[src/rtl/digit_render_pkg.sv]
// Shared types and helpers for the digit renderer pixel stage.
package digit_render_pkg;

  localparam int unsigned DIGIT_PITCH    = 4;
  localparam logic [3:0]  BLANK_DIGIT    = 4'hF;
  localparam int unsigned PIPE_LAT       = 3;
  localparam int unsigned DEF_NUM_DIGITS = 6;

  typedef logic [3:0] bcd_t;
  typedef bcd_t [DEF_NUM_DIGITS-1:0] digit_arr_t;

  // Font ROM row address for a glyph row; the caller truncates to its address width.
  function automatic logic [15:0] digit_addr(input bcd_t digit, input logic [15:0] row,
                                             input int unsigned font_h);
    return 16'(digit) * 16'(font_h) + row;
  endfunction

endpackage

[src/rtl/glyph_locator.sv]
// Combinational beam-position to glyph lookup: hit flag, font ROM address and glyph column.
module glyph_locator
  import digit_render_pkg::*;
#(
  parameter int unsigned COORD_W     = 10,
  parameter int unsigned X0          = 64,
  parameter int unsigned Y0          = 200,
  parameter int unsigned BLOCK_SHIFT = 4,
  parameter int unsigned NUM_DIGITS  = 6,
  parameter int unsigned FONT_W      = 3,
  parameter int unsigned FONT_H      = 5,
  parameter int unsigned ADDR_W      = 6
) (
  input  logic [COORD_W-1:0]          x,
  input  logic [COORD_W-1:0]          y,
  input  logic                        active,
  input  bcd_t [NUM_DIGITS-1:0]       digits,
  output logic                        hit_c,
  output logic [ADDR_W-1:0]           addr_c,
  output logic [1:0]                  col_c
);

  localparam int unsigned PITCH_SHIFT = $clog2(DIGIT_PITCH);

  logic [COORD_W-1:0] rel_x;
  logic [COORD_W-1:0] rel_y;
  logic [COORD_W-1:0] bx;
  logic [COORD_W-1:0] by;
  logic [COORD_W-1:0] idx;
  bcd_t               sel;

  // Subtraction may wrap left/above the field; the explicit compares gate hit_c.
  always_comb begin
    rel_x = x - COORD_W'(X0);
    rel_y = y - COORD_W'(Y0);
    bx    = rel_x >> BLOCK_SHIFT;
    by    = rel_y >> BLOCK_SHIFT;
    idx   = bx >> PITCH_SHIFT;
    col_c = bx[1:0];
    sel   = BLANK_DIGIT;
    for (int i = 0; i < NUM_DIGITS; i++) begin
      if (idx == COORD_W'(i)) sel = digits[NUM_DIGITS-1-i];
    end
    hit_c  = active
           && (x >= COORD_W'(X0))
           && (y >= COORD_W'(Y0))
           && (idx < COORD_W'(NUM_DIGITS))
           && (3'(col_c) < 3'(FONT_W))
           && (by < COORD_W'(FONT_H))
           && (sel <= 4'd9);
    addr_c = ADDR_W'(digit_addr(sel, 16'(by), FONT_H));
  end

endmodule

[src/rtl/digit_renderer.sv]
// Three-stage pixel pipeline around the digit font ROM: address out, row word back, pixel select.
module digit_renderer
  import digit_render_pkg::*;
#(
  parameter int unsigned COORD_W     = 10,
  parameter int unsigned X0          = 64,
  parameter int unsigned Y0          = 200,
  parameter int unsigned BLOCK_SHIFT = 4,
  parameter int unsigned NUM_DIGITS  = 6,
  parameter int unsigned FONT_W      = 3,
  parameter int unsigned FONT_H      = 5,
  parameter int unsigned ADDR_W      = 6
) (
  input  logic                      clk,
  input  logic                      reset_n,
  input  logic [COORD_W-1:0]        x,
  input  logic [COORD_W-1:0]        y,
  input  logic                      active,
  input  logic                      frame_start,
  input  logic [4*NUM_DIGITS-1:0]   digits,
  output logic [ADDR_W-1:0]         rom_addr,
  input  logic [FONT_W-1:0]         rom_data,
  output logic                      pix_on,
  output logic                      active_out
);

  bcd_t [NUM_DIGITS-1:0] dig_q;
  bcd_t [NUM_DIGITS-1:0] dig_cur_c;
  logic                  hit_c;
  logic [ADDR_W-1:0]     addr_c;
  logic [1:0]            col_c;

  logic       hit_d1, hit_d2, act_d1, act_d2;
  logic [1:0] col_d1, col_d2;
  logic [1:0]        bit_idx_c;
  logic [FONT_W-1:0] row_sh_c;

  // A frame_start edge uses the incoming digits for the pixel on that same cycle.
  assign dig_cur_c = frame_start ? digits : dig_q;

  glyph_locator #(
    .COORD_W(COORD_W), .X0(X0), .Y0(Y0), .BLOCK_SHIFT(BLOCK_SHIFT),
    .NUM_DIGITS(NUM_DIGITS), .FONT_W(FONT_W), .FONT_H(FONT_H), .ADDR_W(ADDR_W)
  ) u_locator (
    .x      (x),
    .y      (y),
    .active (active),
    .digits (dig_cur_c),
    .hit_c  (hit_c),
    .addr_c (addr_c),
    .col_c  (col_c)
  );

  // Leftmost glyph column lives in the MSB of the ROM word.
  always_comb begin
    bit_idx_c = 2'(FONT_W-1) - col_d2;
    row_sh_c  = rom_data >> bit_idx_c;
  end

  always_ff @(posedge clk or negedge reset_n) begin
    if (!reset_n) begin
      dig_q      <= {NUM_DIGITS{BLANK_DIGIT}};
      rom_addr   <= '0;
      hit_d1     <= 1'b0;
      hit_d2     <= 1'b0;
      act_d1     <= 1'b0;
      act_d2     <= 1'b0;
      col_d1     <= '0;
      col_d2     <= '0;
      pix_on     <= 1'b0;
      active_out <= 1'b0;
    end else begin
      if (frame_start) dig_q <= digits;
      if (hit_c) rom_addr <= addr_c;
      hit_d1     <= hit_c;
      col_d1     <= col_c;
      act_d1     <= active;
      hit_d2     <= hit_d1;
      col_d2     <= col_d1;
      act_d2     <= act_d1;
      pix_on     <= hit_d2 & row_sh_c[0];
      active_out <= act_d2;
    end
  end

endmodule

[config.mk]
export PLATFORM = sky130hd
export DESIGN_NAME = digit_renderer
export DESIGN_NICKNAME = d
export VERILOG_FILES = /design/src/rtl/digit_render_pkg.sv /design/src/rtl/glyph_locator.sv /design/src/rtl/digit_renderer.sv
export SDC_FILE = /design/constraint.sdc
export NUM_CORES = 1
export LEC_CHECK = 0
export BUFFER_PORTS_ARGS = -buffer_cell sky130_fd_sc_hd__clkbuf_2
export CAP_MARGIN = 10
export CORE_ASPECT_RATIO = 0.5
export CORE_UTILIZATION = 53
export DETAILED_ROUTE_END_ITERATION = 6
export PLACE_DENSITY = 0.76
export SLEW_MARGIN = 20
export SYNTH_ARGS = -nofsm -noshare
export SYNTH_HDL_FRONTEND = slang
export SYNTH_SLANG_ARGS = --single-unit
[constraint.sdc]
create_clock -name clk -period 4.05 [get_ports clk]
set_clock_uncertainty 0.05 [all_clocks]
set_input_delay 0.405 -clock clk [delete_from_list [all_inputs] [get_ports clk]]
set_output_delay 0.405 -clock clk [all_outputs]
set_load 0.03 [all_outputs]
Word-level counts from Yosys, hierarchy flattened
Cells that the tools add are included.
{ "word_totals": {"reg_bits": 40, "latch_bits": 0, "mem_bits_rw": 0, "rom_bits": 0, "wordCells": 47, "memories": 0} }
{ "classes": {"add_sub_neg": 4, "mul": 1, "div_mod_pow": 0, "order_cmp": 6, "n_eq_ne": 5, "n_shift": 1, "muxes": 7, "n_bitwise": 1, "n_reduce_logical": 7} }
{ "op_table": {"columns": ["operator", "n"], "rows": [
  ["$mux 24", 1],
  ["$mux 4", 6],
  ["$ge 10x7->1 const B", 1],
  ["$ge 10x8->1 const B", 1],
  ["$logic_not 10->1", 1],
  ["$sub 10x7->10 const B", 1],
  ["$sub 10x8->10 const B", 1],
  ["$eq 4x2->1 const B", 2],
  ["$eq 4x3->1 const B", 2],
  ["$add 6x6->6", 1],
  ["$logic_and 1x1->1", 6],
  ["$lt 6x3->1 const B", 1],
  ["$mul 4x3->6 const B", 1],
  ["$eq 4x1->1 const B", 1],
  ["$le 4x4->1 const B", 1],
  ["$lt 4x3->1 const B", 1],
  ["$shr 3x2->1", 1],
  ["$lt 2x2->1 const B", 1],
  ["$sub 2x2->2 const A", 1],
  ["$and 1x1->1", 1]
]} }

Depth between registers and ports, before layout
Gate-level depths: netlist (run 1).
{ "logic_depth": {"ltp_word": 10, "depth_mapped": 18} }

Hierarchy
From an unflattened synthesis (run 1), not the netlist that was laid out.
{ "unflattened": {"hier_cells": 197, "hier_area_um2": 2416.1} }
{ "by_module_without_submodules": {"columns": ["mod", "n_inst", "cells_each", "area_each_um2"], "rows": [
  ["digit_renderer", 1, 78, 1530.2],
  ["glyph_locator", 1, 119, 885.8]
]} }

Worst setup path after synthesis (run 1)
Ideal clock, no wire load.
{ "synth_path": {"kind": "in2reg", "from": "input x[6]", "to": "register rom_addr[5]", "setup_ps": 138, "arrival_ps": 3645, "t_required_ps": 3862, "setup_slack_ps": 217, "cell_stages": 18, "cell_sequence": "inv_1 -> ha_1 -> or3b_1 -> o31a_1 -> or4_1 -> nor4b_4 -> ha_1 -> inv_1 -> fa_1 -> inv_1 -> ha_1 -> nand2b_1 -> a21oi_1 -> xnor2_1 -> xnor2_1 -> nand3_1 -> o21ai_0 -> a22oi_1"} }
{ "synth_between": {"elab_chain_len": 10, "elab_cells_between_ends": 24, "classes_between": "add/sub: 2; mul: 1; order compare: 3; eq/ne: 5; mux: 6; reduce/logical: 7"} }
{ "synth_lines": {"columns": ["element", "line", "text"], "rows": [
  ["start, declared", "digit_renderer.sv:16", "input logic [COORD_W-1:0] x,"],
  ["$sub 10x7->10", "glyph_locator.sv:34", "rel_x = x - COORD_W'(X0);"],
  ["$logic_not 10->1", "glyph_locator.sv:42", "if (idx == COORD_W'(i)) sel = digits[NUM_DIGITS-1-i];"],
  ["$mux 4 (6 in series)", "glyph_locator.sv:42", null],
  ["$mul 4x3->6 or $le 4x4->1 (tied branches)", "digit_render_pkg.sv:15, glyph_locator.sv:50", null],
  ["$add 6x6->6 or $logic_and 1x1->1 (tied branches)", "digit_render_pkg.sv:15, glyph_locator.sv:50", null],
  ["end signal, assigned", "digit_renderer.sv:74", "if (hit_c) rom_addr <= addr_c;"],
  ["end, declared", "digit_renderer.sv:21", "output logic [ADDR_W-1:0] rom_addr,"]
]} }
Parallel ways exist; a longest one is shown, timed or not.
A chain may end at the register's enable or synchronous reset.

Worst setup path in the final report (run 1)
Ends and elaborated chain as after synthesis.

==> results.sh, run 1 <==
export IMPL_dp_hpwl_um=3880
export IMPL_cts_resized_gates=0
export IMPL_synthDistinctLibCells=53
export IMPL_postCtsHoldBufs=0
export IMPL_core_area_um2=4100
export IMPL_h_tree_depth=2
export IMPL_grt_overflow=0
export IMPL_drive_gt1_frac=0.480
export IMPL_min_period_over_period=0.944
export IMPL_fin_crit_ns=3.82
export IMPL_tns_ns=0
export IMPL_grt_pass1_wl_um=8260
export IMPL_ys_seq_area_frac=0.432
export IMPL_cp_start_kind="input port"
export IMPL_clk_latency_ns=0.29
export IMPL_yosysTopAreaCell="dfstp_2"
export IMPL_max_freq_mhz=262
export IMPL_rsz0062_at_grt="no"
export IMPL_max_stage_delay_ns=0.50
export IMPL_clock_sinks=40
export IMPL_ys_seq_elements=40
export IMPL_status="complete, no violations"
export IMPL_hold_class="input port to async pin"
export IMPL_worst_pin_slew_ns=0.946
export IMPL_critPathMaxFanout=5
export IMPL_synth_area_leaders="dfstp_2, dfrtp_1, ha_1"
export IMPL_postCtsSetupRepairBufs=0
export IMPL_crit_type="input port to register"
export IMPL_die_h_um=49.5
export IMPL_slew_viol_final=0
export IMPL_setup_viol=0
export IMPL_slowest_stage="fa_1"
export IMPL_clockRootBuffer="clkbuf_8"
export IMPL_gp_congestion=0.842
export IMPL_num_antenna_cells=0
export IMPL_r2r_start="dig_q[19]"
export IMPL_reg2reg_to="rom_addr[5]"
export IMPL_synth_edf_count=0
export IMPL_post_place_ws_ns=-0.0153
export IMPL_end_kind="register"
export IMPL_initial_utilization=0.582
export IMPL_crit_arrival_ns=3.94
export IMPL_fin_ws_ns=0.227
export IMPL_antenna_left=0
export IMPL_synth_area_um2=2390
export IMPL_synth_area_per_cell_um2=11.8
export IMPL_ys_warn_count=0
export IMPL_final_hold_violation_count=0
export IMPL_power_density_nw_per_um2=365
export IMPL_wl_um=4810
export IMPL_nets=344
export IMPL_required_ns=4.16
export IMPL_crit_chain="clkbuf_2 -> inv_1 -> ha_1 -> or3b_1 -> o31a_1 -> or4_1 -> nor4b_4 -> ha_1 -> inv_1 -> fa_1 -> inv_1 -> ha_1 -> nand2b_1 -> a21oi_1 -> xnor2_1 -> xnor2_1 -> nand3_1 -> o21ai_0 -> a22oi_1"
export IMPL_p_leak_nw=1.45
export IMPL_reg2reg_depth=16
export IMPL_ios=59
export IMPL_clkTransAtPathRegs_ns=0.07
export IMPL_rows=16
export IMPL_synth_top_area_frac=0.264
export IMPL_design_die_area_um2=4800
export IMPL_io_buffer_count=55
export IMPL_drtPass1Iterations=4
export IMPL_startpoint="x[6]"
export IMPL_r2r_slack_ns=0.48
export IMPL_netlist_instances=203
export IMPL_maxCapViolCount=0
export IMPL_worst_ir_drop_vdd_mv=0.241
export IMPL_grt_max_degree=41
export IMPL_drc=0
export IMPL_wire_per_inst_um=14.5
export IMPL_syn2layout_area_growth_pct=21.0
export IMPL_clockBufferDepth=2
export IMPL_syn_num_nets=271
export IMPL_async_reset_ff_frac=1.00
export IMPL_drt_iter0_markers=56
export IMPL_detail_route_vias_per_cell=5.27
export IMPL_slew_limit_headroom=0.369
export IMPL_synth_flop_cell="dfstp_2"
export IMPL_synth_commonest_cells="inv_1, dfstp_2, dfrtp_1, mux2_2, ha_1"
export IMPL_cts_tree="done"
export IMPL_yosysMostFrequentCell="inv_1"
export IMPL_grt_pass1_vias=1811
export IMPL_die_w_um=96.9
export IMPL_track_usage=0.224
export IMPL_numCtsBuffers=5
export IMPL_vias=1743
export IMPL_antenna_found_initial=0
-- where the power goes --
group          leakage [nW]  internal [mW]  switching [mW]  total [mW]
Sequential            0.449          0.452          0.0121       0.464
Combinational         0.962          0.164           0.175       0.339
Clock                0.0422          0.121           0.130       0.251
-- final cells by class --
| type | instances | area (um2) |
|---|---|---|
| clock buffer | 7 | 76.3 |
| fill | 302 | 1210 |
| inverter | 27 | 101 |
| sequential | 40 | 1030 |
| multi-input combinational | 131 | 1200 |
| tap | 54 | 67.6 |
| clock inverter | 1 | 5.00 |
| timing repair buffer | 71 | 408 |
-- worst max-delay path, delay by kind of cell --
family,cells,cell delay [ns]
AND/OR/NAND/NOR,5,1.18
AO/OA/AOI/OAI,4,0.49
buffers and inverters,4,0.24
adder cells (fa/ha/maj),4,1.31
XOR/XNOR,2,0.30
-- worst max path at each step --
stage / endpoint / slack (ns)
finish: rom_addr[5] / 0.23
detailed placement: rom_addr[5] / -0.02
CTS: rom_addr[5] / 0.23
floorplan: rom_addr[5] / 0.22
global placement: rom_addr[5] / 0.04
global route: rom_addr[5] / 0.05
-- flip-flops by register name (all words and copies together), names as in the netlist --
register	cells
act_d1	1
hit_d1	1
dig_q	24
rom_addr	6
col_d1	2
act_d2	1
hit_d2	1
col_d2	2
pix_on	1
active_out	1
-- cell usage in the layout, fill, tap and decap left out, drive strengths merged, types with 8 or more instances in the layout --
| cell | count |
|---|---|
| clkbuf | 62 |
| inv | 27 |
| dfstp | 24 |
| mux2 | 21 |
| dfrtp | 16 |
| buf | 16 |
| ha | 14 |
| mux2i | 9 |
| xnor2 | 8 |
| nand2 | 8 |
-- cell families after synthesis --
family | count (synthesis) | synth area share
adder cells (fa/ha/maj) | 17 | 0.0985
buffers and inverters | 32 | 0.0660
flip-flops | 40 | 0.432
AO/OA/AOI/OAI | 32 | 0.108
XOR/XNOR | 10 | 0.0367
AND/OR/NAND/NOR | 42 | 0.113
multiplexers | 30 | 0.146
-- routing by layer --
metal	vias up	share of wire	track usage
li1	852	-	-
met1	846	0.46	0.281
met2	37	0.49	0.374
met3	8	0.040	0.0610
met4	0	0.016	0.0871
met5	-	0	0
-- stage by stage --
stage / hold slack [ns] / cells / total power [mW] / util / area, um2
after detailed placement: 0.285 / 323 / 0.806 / 0.684 / 2810
after global routing: 0.193 / 331 / 1.13 / 0.704 / 2890
final: 0.201 / 331 / 1.05 / 0.704 / 2890
after global placement: 0.282 / 323 / 0.790 / 0.684 / 2810
after CTS: 0.197 / 331 / 1.07 / 0.704 / 2890
after floorplan: 0.0594 / 203 / 0.690 / - / 2390
(Power assumes the default switching activity.)
==> inputs of run 2 (changes only) <==
- ABC_AREA: default -> 1
- GPL_TIMING_DRIVEN: default -> 0
==> run 2 against run 1 <==
  * The flow now finishes with violations (DRC)
  * Power is 15% higher
  * Hold slack got worse by 0.0069 ns
  * Via count rose by 22%
  * Final cell count grew 28%
  * Cell area rose by 4.0%
  * Critical endpoint unchanged
  * Largest cell class unchanged
  * Largest power group unchanged
==> results.sh, run 2 <==
export IMPL_status="finished with violations"
export IMPL_violations="DRC"
export IMPL_setup_viol=0
export IMPL_regMostFlops="dig_q"
export IMPL_syn_num_nets=374
export IMPL_min_from="active"
export IMPL_wire_per_inst_um=12.4
export IMPL_max_freq_mhz=263
export IMPL_track_usage=0.228
export IMPL_synthDistinctLibCells=26
export IMPL_required_ns=4.19
export IMPL_numCtsBuffers=5
export IMPL_ys_seq_area_frac=0.425
export IMPL_maxCapViolCount=0
export IMPL_grt_max_degree=41
export IMPL_die_w_um=97.7
export IMPL_async_reset_ff_frac=1.00
export IMPL_reg_top3="dig_q x24, rom_addr x6"
export IMPL_clkTransAtPathRegs_ns=0.08
export IMPL_core_area_um2=4140
export IMPL_slew_viol_final=0
export IMPL_tns_ns=0
export IMPL_h_tree_depth=2
export IMPL_min_period_over_period=0.940
export IMPL_yosysTopAreaCell="dfstp_2"
export IMPL_dp_hpwl_um=4020
export IMPL_io_buffer_count=55
export IMPL_slew_limit_headroom=0.378
export IMPL_wl_um=5290
export IMPL_fin_util=0.725
export IMPL_drt_iter0_markers=56
export IMPL_critPathMaxFanout=10
export IMPL_drc=8
export IMPL_synth_area_um2=2430
export IMPL_synth_edf_count=0
export IMPL_num_antenna_cells=0
export IMPL_synth_area_per_cell_um2=7.93
export IMPL_yosysMostFrequentCell="nand2_1"
export IMPL_worst_pin_slew_ns=0.932
export IMPL_synth_top_area_frac=0.260
export IMPL_grt_pass1_vias=2056
export IMPL_use_met1=0.276
export IMPL_initial_utilization=0.586
export IMPL_detail_route_vias_per_cell=5.00
export IMPL_ys_seq_elements=40
export IMPL_ios=59
export IMPL_power_density_nw_per_um2=402
export IMPL_largest_register_ffs=24
export IMPL_worst_ir_drop_vdd_mv=0.255
export IMPL_crit_type="input port to register"
export IMPL_nets=438
export IMPL_fin_crit_ns=3.81
export IMPL_r2r_slack_ns=0.49
export IMPL_synth_area_leaders="dfstp_2, dfrtp_1, nand2_1"
export IMPL_ys_warn_count=0
export IMPL_end_kind="register"
export IMPL_drtPass1Iterations=6
export IMPL_antenna_found_initial=0
export IMPL_syn2layout_area_growth_pct=23.8
export IMPL_antenna_left=0
export IMPL_cts_tree="done"
export IMPL_drive_gt1_frac=0.326
export IMPL_p_leak_nw=1.68
export IMPL_grt_overflow=0
export IMPL_crit_arrival_ns=3.94
export IMPL_layoutNonFillerInstCount=425
export IMPL_grt_pass1_wl_um=8710
export IMPL_vias=2125
export IMPL_use_met2=0.414
export IMPL_rows=16
export IMPL_grt_busiest_layer="met2"
export IMPL_cp_start_kind="input port"
export IMPL_synth_commonest_cells="nand2_1, inv_1, dfstp_2, nand3_1, o21ai_0"
export IMPL_clockRootBuffer="clkbuf_8"
export IMPL_netlist_instances=306
export IMPL_synth_flop_cell="dfstp_2"
export IMPL_r2r_start="dig_q[15]"
export IMPL_n_fill_cell=323
export IMPL_grt_use_met3=0.0539
export IMPL_final_cell_mix="nand2_1, inv_1, clkbuf_2, dfstp_2"
export IMPL_hold_class="input port to register"
export IMPL_startpoint="x[8]"
export IMPL_gp_congestion=0.853
export IMPL_mostFrequentLayoutCell="nand2_1"
export IMPL_final_hold_violation_count=0
export IMPL_clk_latency_ns=0.29
export IMPL_clockBufferDepth=2
export IMPL_die_h_um=49.9
export IMPL_design_die_area_um2=4870
export IMPL_dp_cells=415
export IMPL_clock_sinks=40
-- run 2: cell types whose count changed in the layout (fill, tap and decap cells not counted), sizes merged, moves of 8 or more --
cell	change
buf	-9
o21ai	+14
nand3	+17
nand2	+80
or2	+8
nand4	+11
inv	+38
mux2	-21
-- run 2: layout make-up --
cell class	count	area (um2)	share of cell area
flip-flops and latches	40	1030	0.343
multi-input cells	195	1200	0.400
clock buffers	6	72.6	0.0241
repair buffers	57	290	0.0966
well taps	54	67.6	0.0225
plain buffers	6	37.5	0.0125
inverters	65	244	0.0812
clock inverters	2	60.1	0.0200
-- run 2: layer usage --
| layer | vias to the layer above | part of all wire |
|---|---|---|
| li1 | 1076 | - |
| met4 | 0 | 0.013 |
| met5 | - | 0 |
| met1 | 988 | 0.42 |
| met3 | 8 | 0.054 |
| met2 | 53 | 0.51 |
-- run 2: cells by family (layout without fill, tap and decap cells) --
| kind of cell | Yosys count | in the layout | synth area share |
|---|---|---|---|
| compound gates | 25 | 25 | 0.0562 |
| simple gates | 141 | 141 | 0.263 |
| xor+xnor | 8 | 8 | 0.0289 |
| fa+ha+maj | 17 | 17 | 0.0969 |
| flops | 40 | 40 | 0.425 |
| buf+inv | 71 | 136 | 0.113 |
| mux | 4 | 4 | 0.0165 |
-- run 2: timing repair --
item                       in CTS  in global routing
resized for setup               7                 14
gates cloned                    0                  0
hold buffers                    0                  0
setup endpoints to repair       1                  1
pin swaps                       1                  3
buffers inserted                0                  2
-- run 2: report_power, final --
group / leakage (nW) / switching, mW / internal (mW)
clock: 0.0654 / 0.139 / 0.246
sequential: 0.459 / 0.0117 / 0.450
combinational: 1.16 / 0.219 / 0.141
-- run 2: metrics by stage --
stage | worst slack, ns | instance area (um2) | power, mW | hold slack, ns
3_3_place_gp | -0.264 | 2770 | 0.778 | 0.282
2_1_floorplan | 0.251 | 2430 | 0.697 | 0.0594
5_1_grt | -0.0571 | 3010 | 1.28 | 0.179
3_5_place_dp | -0.422 | 2770 | 0.799 | 0.286
6_report | 0.243 | 3010 | 1.21 | 0.194
4_1_cts | 0.0208 | 2930 | 1.18 | 0.192
-- run 2: final timing paths --
check	to	depth (start not counted)
min in group asynchronous	rom_addr[3]	1
setup / recovery	rom_addr[5]	26
setup reg to reg	rom_addr[5]	24
max in group asynchronous	act_d1	1
hold reg to reg	active_out	0
hold / removal	act_d1	1
-- run 2: critical path: stages --
cell	delay (ns)
clkbuf_2	0.16
nor2_2	0.15
nand3_2	0.13
nand2_2	0.15
buf_4	0.19
nand4_1	0.09
nand2_1	0.09
nand2_1	0.05
nand2_1	0.09
nand2_1	0.07
a21oi_2	0.17
inv_1	0.08
ha_1	0.28
inv_1	0.05
fa_1	0.49
inv_1	0.08
ha_4	0.28
nand2_1	0.06
o21ai_2	0.12
xor2_1	0.18
xor2_1	0.22
nand3_1	0.11
nand2_1	0.07
inv_1	0.04
nand3_1	0.07
nand2_1	0.06
